$ cat src/rtl/uart_pkg.sv
// Shared types and parity helper for the parametrised UART core.
// Latency: none; the package holds only types and a combinational function.
// Backpressure: not applicable; handshakes live in uart_core_param.
package uart_pkg;

    typedef enum logic [1:0] {
        NONE = 2'd0,
        EVEN = 2'd1,
        ODD  = 2'd2
    } parity_mode_e;

    typedef enum logic [2:0] {
        TX_IDLE,
        TX_START,
        TX_DATA,
        TX_PARITY,
        TX_STOP
    } tx_state_e;

    typedef enum logic [2:0] {
        RX_IDLE,
        RX_START,
        RX_DATA,
        RX_PARITY,
        RX_STOP,
        RX_BREAK_WAIT
    } rx_state_e;

    localparam int MAX_DATA_BITS = 9;

    // Callers zero-extend narrower data words; the extra zeros do not affect the XOR.
    function automatic logic calc_parity(input logic [MAX_DATA_BITS-1:0] data,
                                         input parity_mode_e mode);
        logic p;
        p = ^data;
        case (mode)
            EVEN:    return p;
            ODD:     return ~p;
            default: return 1'b0;
        endcase
    endfunction

endpackage

$ cat src/rtl/uart_baud_gen.sv
// Oversample tick generator: one-clock tick every DIV clocks, free-running.
// Latency: first tick DIV clocks after reset release (every clock when DIV=1).
// Backpressure: none; the tick never stalls.
module uart_baud_gen #(
    parameter int DIV = 1
) (
    input  logic clk,
    input  logic rst,
    output logic tick
);

    localparam int            CW   = (DIV > 1) ? $clog2(DIV) : 1;
    localparam logic [CW-1:0] LAST = CW'(DIV - 1);

    logic [CW-1:0] cnt;

    // Divider counter wraps after DIV clocks; the tick marks the wrap cycle.
    always_ff @(posedge clk or posedge rst) begin
        if (rst)              cnt <= '0;
        else if (cnt == LAST) cnt <= '0;
        else                  cnt <= cnt + 1'b1;
    end

    assign tick = (cnt == LAST);

endmodule

$ cat src/rtl/uart_core_param.sv
// Full-duplex UART: configurable width/parity/stop, 16x-style oversampled RX with majority vote.
// Latency: tx falls one clock after accept; rx_valid rises one clock after the mid-stop vote.
// Backpressure: tx_ready low while a frame is in flight; RX frames completing while an unconsumed frame is held are dropped with an rx_overrun pulse.
module uart_core_param import uart_pkg::*; #(
    parameter int CLK_FREQ    = 50_000_000,
    parameter int BAUD_RATE   = 115_200,
    parameter int DATA_BITS   = 8,
    parameter int PARITY_MODE = 0,
    parameter int STOP_BITS   = 1,
    parameter int OVERSAMPLE  = 16
) (
    input  logic                 clk,
    input  logic                 rst,
    input  logic [DATA_BITS-1:0] tx_data,
    input  logic                 tx_valid,
    output logic                 tx_ready,
    output logic                 tx,
    input  logic                 rx,
    output logic [DATA_BITS-1:0] rx_data,
    output logic                 rx_valid,
    input  logic                 rx_ready,
    output logic                 rx_parity_err,
    output logic                 rx_frame_err,
    output logic                 rx_break,
    output logic                 rx_overrun
);

    localparam int DIV        = CLK_FREQ / (BAUD_RATE * OVERSAMPLE);
    localparam int BIT_PERIOD = DIV * OVERSAMPLE;
    localparam int TX_CW      = $clog2(BIT_PERIOD);
    localparam int RX_CW      = $clog2(OVERSAMPLE);
    localparam bit HAS_PARITY = (PARITY_MODE != 0);
    localparam parity_mode_e PMODE = parity_mode_e'(PARITY_MODE[1:0]);

    localparam logic [TX_CW-1:0] TX_LAST   = TX_CW'(BIT_PERIOD - 1);
    localparam logic [RX_CW-1:0] RX_LAST   = RX_CW'(OVERSAMPLE - 1);
    localparam logic [RX_CW-1:0] VOTE_A    = RX_CW'(OVERSAMPLE / 2 - 1);
    localparam logic [RX_CW-1:0] VOTE_B    = RX_CW'(OVERSAMPLE / 2);
    localparam logic [RX_CW-1:0] VOTE_C    = RX_CW'(OVERSAMPLE / 2 + 1);
    localparam logic [3:0]       DATA_LAST = 4'(DATA_BITS - 1);
    localparam logic [3:0]       STOP_LAST = 4'(STOP_BITS - 1);

    generate
        if (DIV < 1) begin : g_bad_div
            $error("uart_core_param: CLK_FREQ too low for BAUD_RATE*OVERSAMPLE");
        end
        if (DATA_BITS < 5 || DATA_BITS > 9) begin : g_bad_data
            $error("uart_core_param: DATA_BITS must be 5..9");
        end
        if (PARITY_MODE < 0 || PARITY_MODE > 2) begin : g_bad_par
            $error("uart_core_param: PARITY_MODE must be 0, 1 or 2");
        end
        if (STOP_BITS < 1 || STOP_BITS > 2) begin : g_bad_stop
            $error("uart_core_param: STOP_BITS must be 1 or 2");
        end
        if (OVERSAMPLE < 8 || (OVERSAMPLE % 2) != 0) begin : g_bad_os
            $error("uart_core_param: OVERSAMPLE must be even and >= 8");
        end
    endgenerate

    // ---------------- Transmitter ----------------
    tx_state_e            tx_state, tx_state_nxt;
    logic [TX_CW-1:0]     tx_cnt, tx_cnt_nxt;
    logic [3:0]           tx_idx, tx_idx_nxt;
    logic [DATA_BITS-1:0] tx_shift, tx_shift_nxt;
    logic                 tx_par, tx_par_nxt, tx_nxt, tx_bit_end;

    assign tx_ready = (tx_state == TX_IDLE);

    // TX registers; tx itself is a flop so the pad never sees decode glitches.
    always_ff @(posedge clk or posedge rst) begin
        if (rst) begin
            tx_state <= TX_IDLE;
            tx_cnt   <= '0;
            tx_idx   <= '0;
            tx_shift <= '0;
            tx_par   <= 1'b0;
            tx       <= 1'b1;
        end else begin
            tx_state <= tx_state_nxt;
            tx_cnt   <= tx_cnt_nxt;
            tx_idx   <= tx_idx_nxt;
            tx_shift <= tx_shift_nxt;
            tx_par   <= tx_par_nxt;
            tx       <= tx_nxt;
        end
    end

    // TX next state: each state visit lasts one bit period, counter restarted at accept.
    always_comb begin
        tx_state_nxt = tx_state;
        tx_idx_nxt   = tx_idx;
        tx_shift_nxt = tx_shift;
        tx_par_nxt   = tx_par;
        tx_bit_end   = (tx_cnt == TX_LAST);
        tx_cnt_nxt   = tx_bit_end ? '0 : tx_cnt + 1'b1;
        case (tx_state)
            TX_IDLE: begin
                tx_cnt_nxt = '0;
                if (tx_valid) begin
                    tx_state_nxt = TX_START;
                    tx_shift_nxt = tx_data;
                    tx_par_nxt   = calc_parity(MAX_DATA_BITS'(tx_data), PMODE);
                end
            end
            TX_START: begin
                if (tx_bit_end) begin
                    tx_state_nxt = TX_DATA;
                    tx_idx_nxt   = '0;
                end
            end
            TX_DATA: begin
                if (tx_bit_end) begin
                    tx_shift_nxt = tx_shift >> 1;
                    if (tx_idx == DATA_LAST) begin
                        tx_idx_nxt   = '0;
                        tx_state_nxt = HAS_PARITY ? TX_PARITY : TX_STOP;
                    end else begin
                        tx_idx_nxt = tx_idx + 1'b1;
                    end
                end
            end
            TX_PARITY: begin
                if (tx_bit_end) tx_state_nxt = TX_STOP;
            end
            TX_STOP: begin
                if (tx_bit_end) begin
                    if (tx_idx == STOP_LAST) tx_state_nxt = TX_IDLE;
                    else                     tx_idx_nxt   = tx_idx + 1'b1;
                end
            end
            default: tx_state_nxt = TX_IDLE;
        endcase
        case (tx_state_nxt)
            TX_START:  tx_nxt = 1'b0;
            TX_DATA:   tx_nxt = tx_shift_nxt[0];
            TX_PARITY: tx_nxt = tx_par_nxt;
            default:   tx_nxt = 1'b1;
        endcase
    end

    // ---------------- Receiver ----------------
    logic                 rx_meta, rx_sync, rx_tick;
    rx_state_e            rx_state, rx_state_nxt;
    logic [RX_CW-1:0]     rx_cnt, rx_cnt_nxt;
    logic [1:0]           rx_samp, rx_samp_nxt;
    logic [3:0]           rx_idx, rx_idx_nxt;
    logic [DATA_BITS-1:0] rx_shift, rx_shift_nxt;
    logic                 rx_par, rx_par_nxt;
    logic                 vote, vote_pt, bit_end;
    logic                 done_vld, done_par_err, done_frame_err, done_break;

    uart_baud_gen #(.DIV(DIV)) u_baud (
        .clk  (clk),
        .rst  (rst),
        .tick (rx_tick)
    );

    // Two-flop synchroniser; resets to the idle-high line level.
    always_ff @(posedge clk or posedge rst) begin
        if (rst) begin
            rx_meta <= 1'b1;
            rx_sync <= 1'b1;
        end else begin
            rx_meta <= rx;
            rx_sync <= rx_meta;
        end
    end

    // RX FSM registers.
    always_ff @(posedge clk or posedge rst) begin
        if (rst) begin
            rx_state <= RX_IDLE;
            rx_cnt   <= '0;
            rx_samp  <= 2'b11;
            rx_idx   <= '0;
            rx_shift <= '0;
            rx_par   <= 1'b0;
        end else begin
            rx_state <= rx_state_nxt;
            rx_cnt   <= rx_cnt_nxt;
            rx_samp  <= rx_samp_nxt;
            rx_idx   <= rx_idx_nxt;
            rx_shift <= rx_shift_nxt;
            rx_par   <= rx_par_nxt;
        end
    end

    // RX next state: two mid-bit samples are stored, the third arrives live and decides the vote.
    always_comb begin
        rx_state_nxt   = rx_state;
        rx_cnt_nxt     = rx_cnt;
        rx_samp_nxt    = rx_samp;
        rx_idx_nxt     = rx_idx;
        rx_shift_nxt   = rx_shift;
        rx_par_nxt     = rx_par;
        done_vld       = 1'b0;
        done_par_err   = 1'b0;
        done_frame_err = 1'b0;
        done_break     = 1'b0;
        vote    = (rx_samp[1] & rx_samp[0]) | (rx_samp[1] & rx_sync) | (rx_samp[0] & rx_sync);
        vote_pt = rx_tick && (rx_cnt == VOTE_C);
        bit_end = rx_tick && (rx_cnt == RX_LAST);
        if (rx_tick && (rx_cnt == VOTE_A || rx_cnt == VOTE_B))
            rx_samp_nxt = {rx_samp[0], rx_sync};
        if (rx_tick && rx_state != RX_IDLE && rx_state != RX_BREAK_WAIT)
            rx_cnt_nxt = bit_end ? '0 : rx_cnt + 1'b1;
        case (rx_state)
            RX_IDLE: begin
                if (rx_tick && !rx_sync) begin
                    rx_state_nxt = RX_START;
                    rx_cnt_nxt   = '0;
                end
            end
            RX_START: begin
                if (vote_pt && vote) rx_state_nxt = RX_IDLE;
                else if (bit_end) begin
                    rx_state_nxt = RX_DATA;
                    rx_idx_nxt   = '0;
                end
            end
            RX_DATA: begin
                if (vote_pt) rx_shift_nxt = {vote, rx_shift[DATA_BITS-1:1]};
                if (bit_end) begin
                    if (rx_idx == DATA_LAST) rx_state_nxt = HAS_PARITY ? RX_PARITY : RX_STOP;
                    else                     rx_idx_nxt   = rx_idx + 1'b1;
                end
            end
            RX_PARITY: begin
                if (vote_pt) rx_par_nxt = vote;
                if (bit_end) rx_state_nxt = RX_STOP;
            end
            RX_STOP: begin
                if (vote_pt) begin
                    done_vld       = 1'b1;
                    done_par_err   = HAS_PARITY &&
                                     (rx_par != calc_parity(MAX_DATA_BITS'(rx_shift), PMODE));
                    done_frame_err = !vote;
                    done_break     = (rx_shift == '0) && (!HAS_PARITY || !rx_par) && !vote;
                    rx_cnt_nxt     = '0;
                    rx_state_nxt   = done_break ? RX_BREAK_WAIT : RX_IDLE;
                end
            end
            RX_BREAK_WAIT: begin
                if (rx_tick) begin
                    if (!rx_sync) rx_cnt_nxt = '0;
                    else if (rx_cnt == RX_LAST) begin
                        rx_cnt_nxt   = '0;
                        rx_state_nxt = RX_IDLE;
                    end else rx_cnt_nxt = rx_cnt + 1'b1;
                end
            end
            default: rx_state_nxt = RX_IDLE;
        endcase
    end

    // Output holding register: a completed frame loads only if the slot is free or being consumed.
    always_ff @(posedge clk or posedge rst) begin
        if (rst) begin
            rx_data       <= '0;
            rx_valid      <= 1'b0;
            rx_parity_err <= 1'b0;
            rx_frame_err  <= 1'b0;
            rx_break      <= 1'b0;
            rx_overrun    <= 1'b0;
        end else begin
            rx_overrun <= done_vld && rx_valid && !rx_ready;
            if (done_vld && (!rx_valid || rx_ready)) begin
                rx_data       <= rx_shift;
                rx_parity_err <= done_par_err;
                rx_frame_err  <= done_frame_err;
                rx_break      <= done_break;
                rx_valid      <= 1'b1;
            end else if (rx_valid && rx_ready) begin
                rx_valid <= 1'b0;
            end
        end
    end

endmodule

$ cat config.mk
export PLATFORM = sky130hd
export DESIGN_NAME = uart_core_param
export DESIGN_NICKNAME = d
export VERILOG_FILES = /design/src/rtl/uart_pkg.sv /design/src/rtl/uart_baud_gen.sv /design/src/rtl/uart_core_param.sv
export SDC_FILE = /design/constraint.sdc
export NUM_CORES = 1
export LEC_CHECK = 0
export BUFFER_PORTS_ARGS = -buffer_cell sky130_fd_sc_hd__buf_2
export CAP_MARGIN = 10
export CORE_MARGIN = 2
export CORE_UTILIZATION = 59
export DETAILED_ROUTE_END_ITERATION = 8
export MAX_ROUTING_LAYER = met4
export PLACE_DENSITY = 0.75
export SYNTH_ARGS = -nofsm -noshare
export SYNTH_HDL_FRONTEND = slang
export SYNTH_SLANG_ARGS = --single-unit
$ cat constraint.sdc
create_clock -name clk -period 2.5 [get_ports clk]
set_input_delay 0 -clock clk [delete_from_list [all_inputs] [get_ports clk]]
set_output_delay 0 -clock clk [all_outputs]
set_load 0.05 [all_outputs]
==> metrics.md <==
| Metric | Value |
|---|---|
| Tcrit/Tclk final | 0.850 |
| Resized Gates After CTS | 0 |
| Slew @ Worst Pin | 742 ps |
| Via count | 2346 |
| Max Slew Vio Count | 0 |
| Initial Utilization | 0.622 |
| Congestion Overflow GR | 0 |
| Post-route DRC | 0 |
| 1st-iter DRT viols | 110 |
| Post-layout min period | 2130 ps |
| Sequential power share | 0.514 |
| Die area | 6060 um2 |
| Worst hold start | tx_data[0] |
| Wirelength per Cell | 13.7 um |
| Syn nets | 328 |
| Combinational Power Share | 0.122 |
| Total wire length | 5770 um |
| Die Ht | 77.9 um |
| Total track usage | 0.224 |
| HPWL Detailed | 4030 um |
| Mapped Avg Cell Area | 10.5 um2 |
| CTS buffer count | 9 |
| Beginning of the critical path | rx_state[2]$_DFFE_PP0P_ |
| H-tree depth | 3 |
| Internal cell power | 1670 uW |
| Worst Path Required | 2720 ps |
| Core box area | 5170 um2 |
| Clock Pin Slew Worst Setup and Hold Paths | 60 ps |
| Worst Path Max Fanout | 14 |
| Die X | 77.9 um |
| Ys flop type | dfrtp_1 |
| Most frequent cell after synthesis | dfrtp_1 |
| Area Growth Syn to Fin | 14.8% |
| Post-DRT Antenna Nets | 0 |
| Worst Skew | 9.10 ps |
| Post-route setup TNS | 0 ps |
| Synth Area in XOR/XNOR | 0.0218 |
| Crit-path slowest cell | or3b_2 |
| Post-route cell area | 3700 um2 |
| Clock Sinks | 66 |
| Post-synth top cells | 61 x dfrtp_1, 33 x nand2_1, 26 x nor2_1, 21 x mux2_2, 17 x o21ai_0 |
| Number of flops mapped to enable cells by yosys | 0 |
| Clk Latency, worst-skew pair | 340 ps |
| Peak per-stage delay on the critical path | 530 ps |
| Power per Cell Area | 609 nW/um2 |
| RePlAce Congestion | 0.808 |
| Vias in the first global route | 2277 |
| Register area share after synthesis | 0.515 |
| Worst setup SP type | flip-flop |
| Worst path cell trace | or3b_2 -> a31oi_1 -> nor2_1 -> o2111ai_1 -> mux2_2 |
| CTS tree | yes |
| Outcome | finished, final reports clean |
| Arrival time worst endpoint | 2340 ps |
| Global-route wire length before repair | 10300 um |
| Synth area leaders | dfrtp_1 47%, mux2_2 7.3%, dfstp_2 4.1%, nand2_1 3.8%, ha_1 3.5% |
| Worst slew margin | 0.504 |
| Synth area leader | dfrtp_1 |
| DP Area | 3400 um2 |
| Initial antenna violation count | 0 |
| Net count, final | 369 |
| Total of max-cap violations | 0 |
| Yosys warns | 0 |
| Compound-Gate Fraction of Synth Area | 0.108 |
| Root Buffer | clkbuf_8 |
| Final setup viols | 0 |
| Share of cells above drive strength 1 | 0.227 |
| CP endpoint kind | flip-flop |
| FFs w/ async S/R, synth | 1.00 |
| RSZ-0062 raised after global routing | no |
| Post-Syn Instances | 306 |
| Mux contribution to synthesized area | 0.0890 |
| Leak | 0.00176 uW |
| Worst ir drop on vdd | 0.458 mV |
| Core Util, Final | 0.715 |
| Synth unique cells | 54 |
| Ports | 28 |
| #FFs+latches synth | 66 |
| Max Fclk | 470 MHz |
| Clk buf depth | 2 |
| Clock Power Share | 0.364 |
| Post-synth top area share | 0.474 |
| CP Class | reg2reg |
| Synth Area in Adders | 0.0381 |
| Final Hold Viols | 0 |
| R2R Path Start | rx_state[2]$_DFFE_PP0P_ |
| DRT Pass-1 Iters | 4 |
| Simple-gate share of the synthesized area | 0.186 |
| Port bufs | 26 |
| Setup bufs post-CTS | 0 |
| Largest family of logic cells by synthesized area | simple AND/OR/NAND/NOR gates |
| N_diodes | 0 |
| Largest net degree at the start of global routing | 38 |
| FP Rows | 26 |
| Sw frac | 0.256 |
| Via density | 5.56 |
| Switching pwr | 575 uW |
| Tightest Hold Check Type | in2reg |
| Netlist Area Pre-Place | 3220 um2 |
| Fillers | 389 |
-- cells in the final DEF (no fill, tap or decap), types with 4 or more instances in the layout --
cell           count
a21oi_1            4
a22oi_1            6
a31oi_1            7
buf_2             26
buf_4              5
clkbuf_8          12
dfrtp_1           61
dfstp_2            5
dlygate4sd3_1     11
ha_1               9
inv_1             15
mux2_2            21
mux2i_1            5
nand2_1           33
nand2b_1           6
nand3_1           11
nand4_1            4
nor2_1            26
nor2b_1            5
nor3_1             4
o21ai_0           17
xor2_1             5
-- metrics by stage --
step                hold slack [ps]  setup slack, ps  power (uW)  instances
floorplan                      4.48              197        1380        306
global placement                107              433        1430        395
detailed placement              110              365        1440        395
CTS                            20.0              351        2270        422
global route                   53.1              167        2360        422
finish                         38.7              374        2250        422
-- metal layers --
metal	vias up	global-route usage	routed length [um]
li1	1167	-	-
met1	1127	0.300	2760
met2	42	0.322	2760
met3	10	0.0465	175
met4	0	0.118	71
met5	-	-	0
-- power groups by stage --
| stage | Combinational (uW) | Sequential [uW] | Clock [uW] |
|---|---|---|---|
| floorplan | 231 | 1150 | 0 |
| global placement | 252 | 1170 | 0 |
| detailed placement | 261 | 1170 | 0 |
| CTS | 278 | 1160 | 839 |
| global route | 311 | 1170 | 887 |
| finish | 275 | 1160 | 818 |
-- layout make-up --
type | instances | area [um2] | share of cell area
clock buffers | 14 | 173 | 0.0467
clock inverters | 2 | 12.5 | 0.00338
inverters | 16 | 60.1 | 0.0162
multi-input cells | 212 | 1430 | 0.386
flip-flops and latches | 66 | 1660 | 0.448
well taps | 70 | 87.6 | 0.0237
repair buffers | 42 | 278 | 0.0751
-- critical path, delay by kind of cell (launching register included) --
family | cells | cell delay (ps)
AOI/OAI and AO/OA | 2 | 540
DFF | 1 | 500
and+or+nand+nor | 2 | 590
muxes | 1 | 380
-- state kept, by name, summed over array words and instances, names as in the netlist, 2 cells and up --
name        cells
tx_cnt          9
rx_data         8
rx_shift        8
tx_shift        8
u_baud.cnt      5
rx_cnt          4
rx_idx          4
tx_idx          4
rx_state        3
tx_state        3
rx_samp         2
-- logic make-up after synthesis --
kind of cell,count (synthesis)
buffers and inverters,28
XOR/XNOR,8
adder cells (fa/ha/maj),10
AND/OR/NAND/NOR,115
AO/OA/AOI/OAI,52
multiplexers,26
flip-flops,66
other,1
-- timing repair --
action                     in CTS  in global routing
hold endpoints to repair       45                  0
hold buffers                   11                  0
setup endpoints to repair       0                  0
-- worst paths after layout --
check                                          endpoint  slack [ps]  depth (start not counted)
worst max-delay path            rx_state[2]$_DFFE_PP0P_         370                          5
worst min-delay path              tx_shift[0]$_DFF_PP0_          40                          3
worst max register to register  rx_state[2]$_DFFE_PP0P_         370                          5
worst min register to register        rx_sync$_DFF_PP1_         360                          0
max in group asynchronous        rx_samp[0]$_DFFE_PP1P_        1420                          4
min in group asynchronous       tx_shift[5]$_DFFE_PP0P_         330                          3
(Power assumes the default switching activity.)
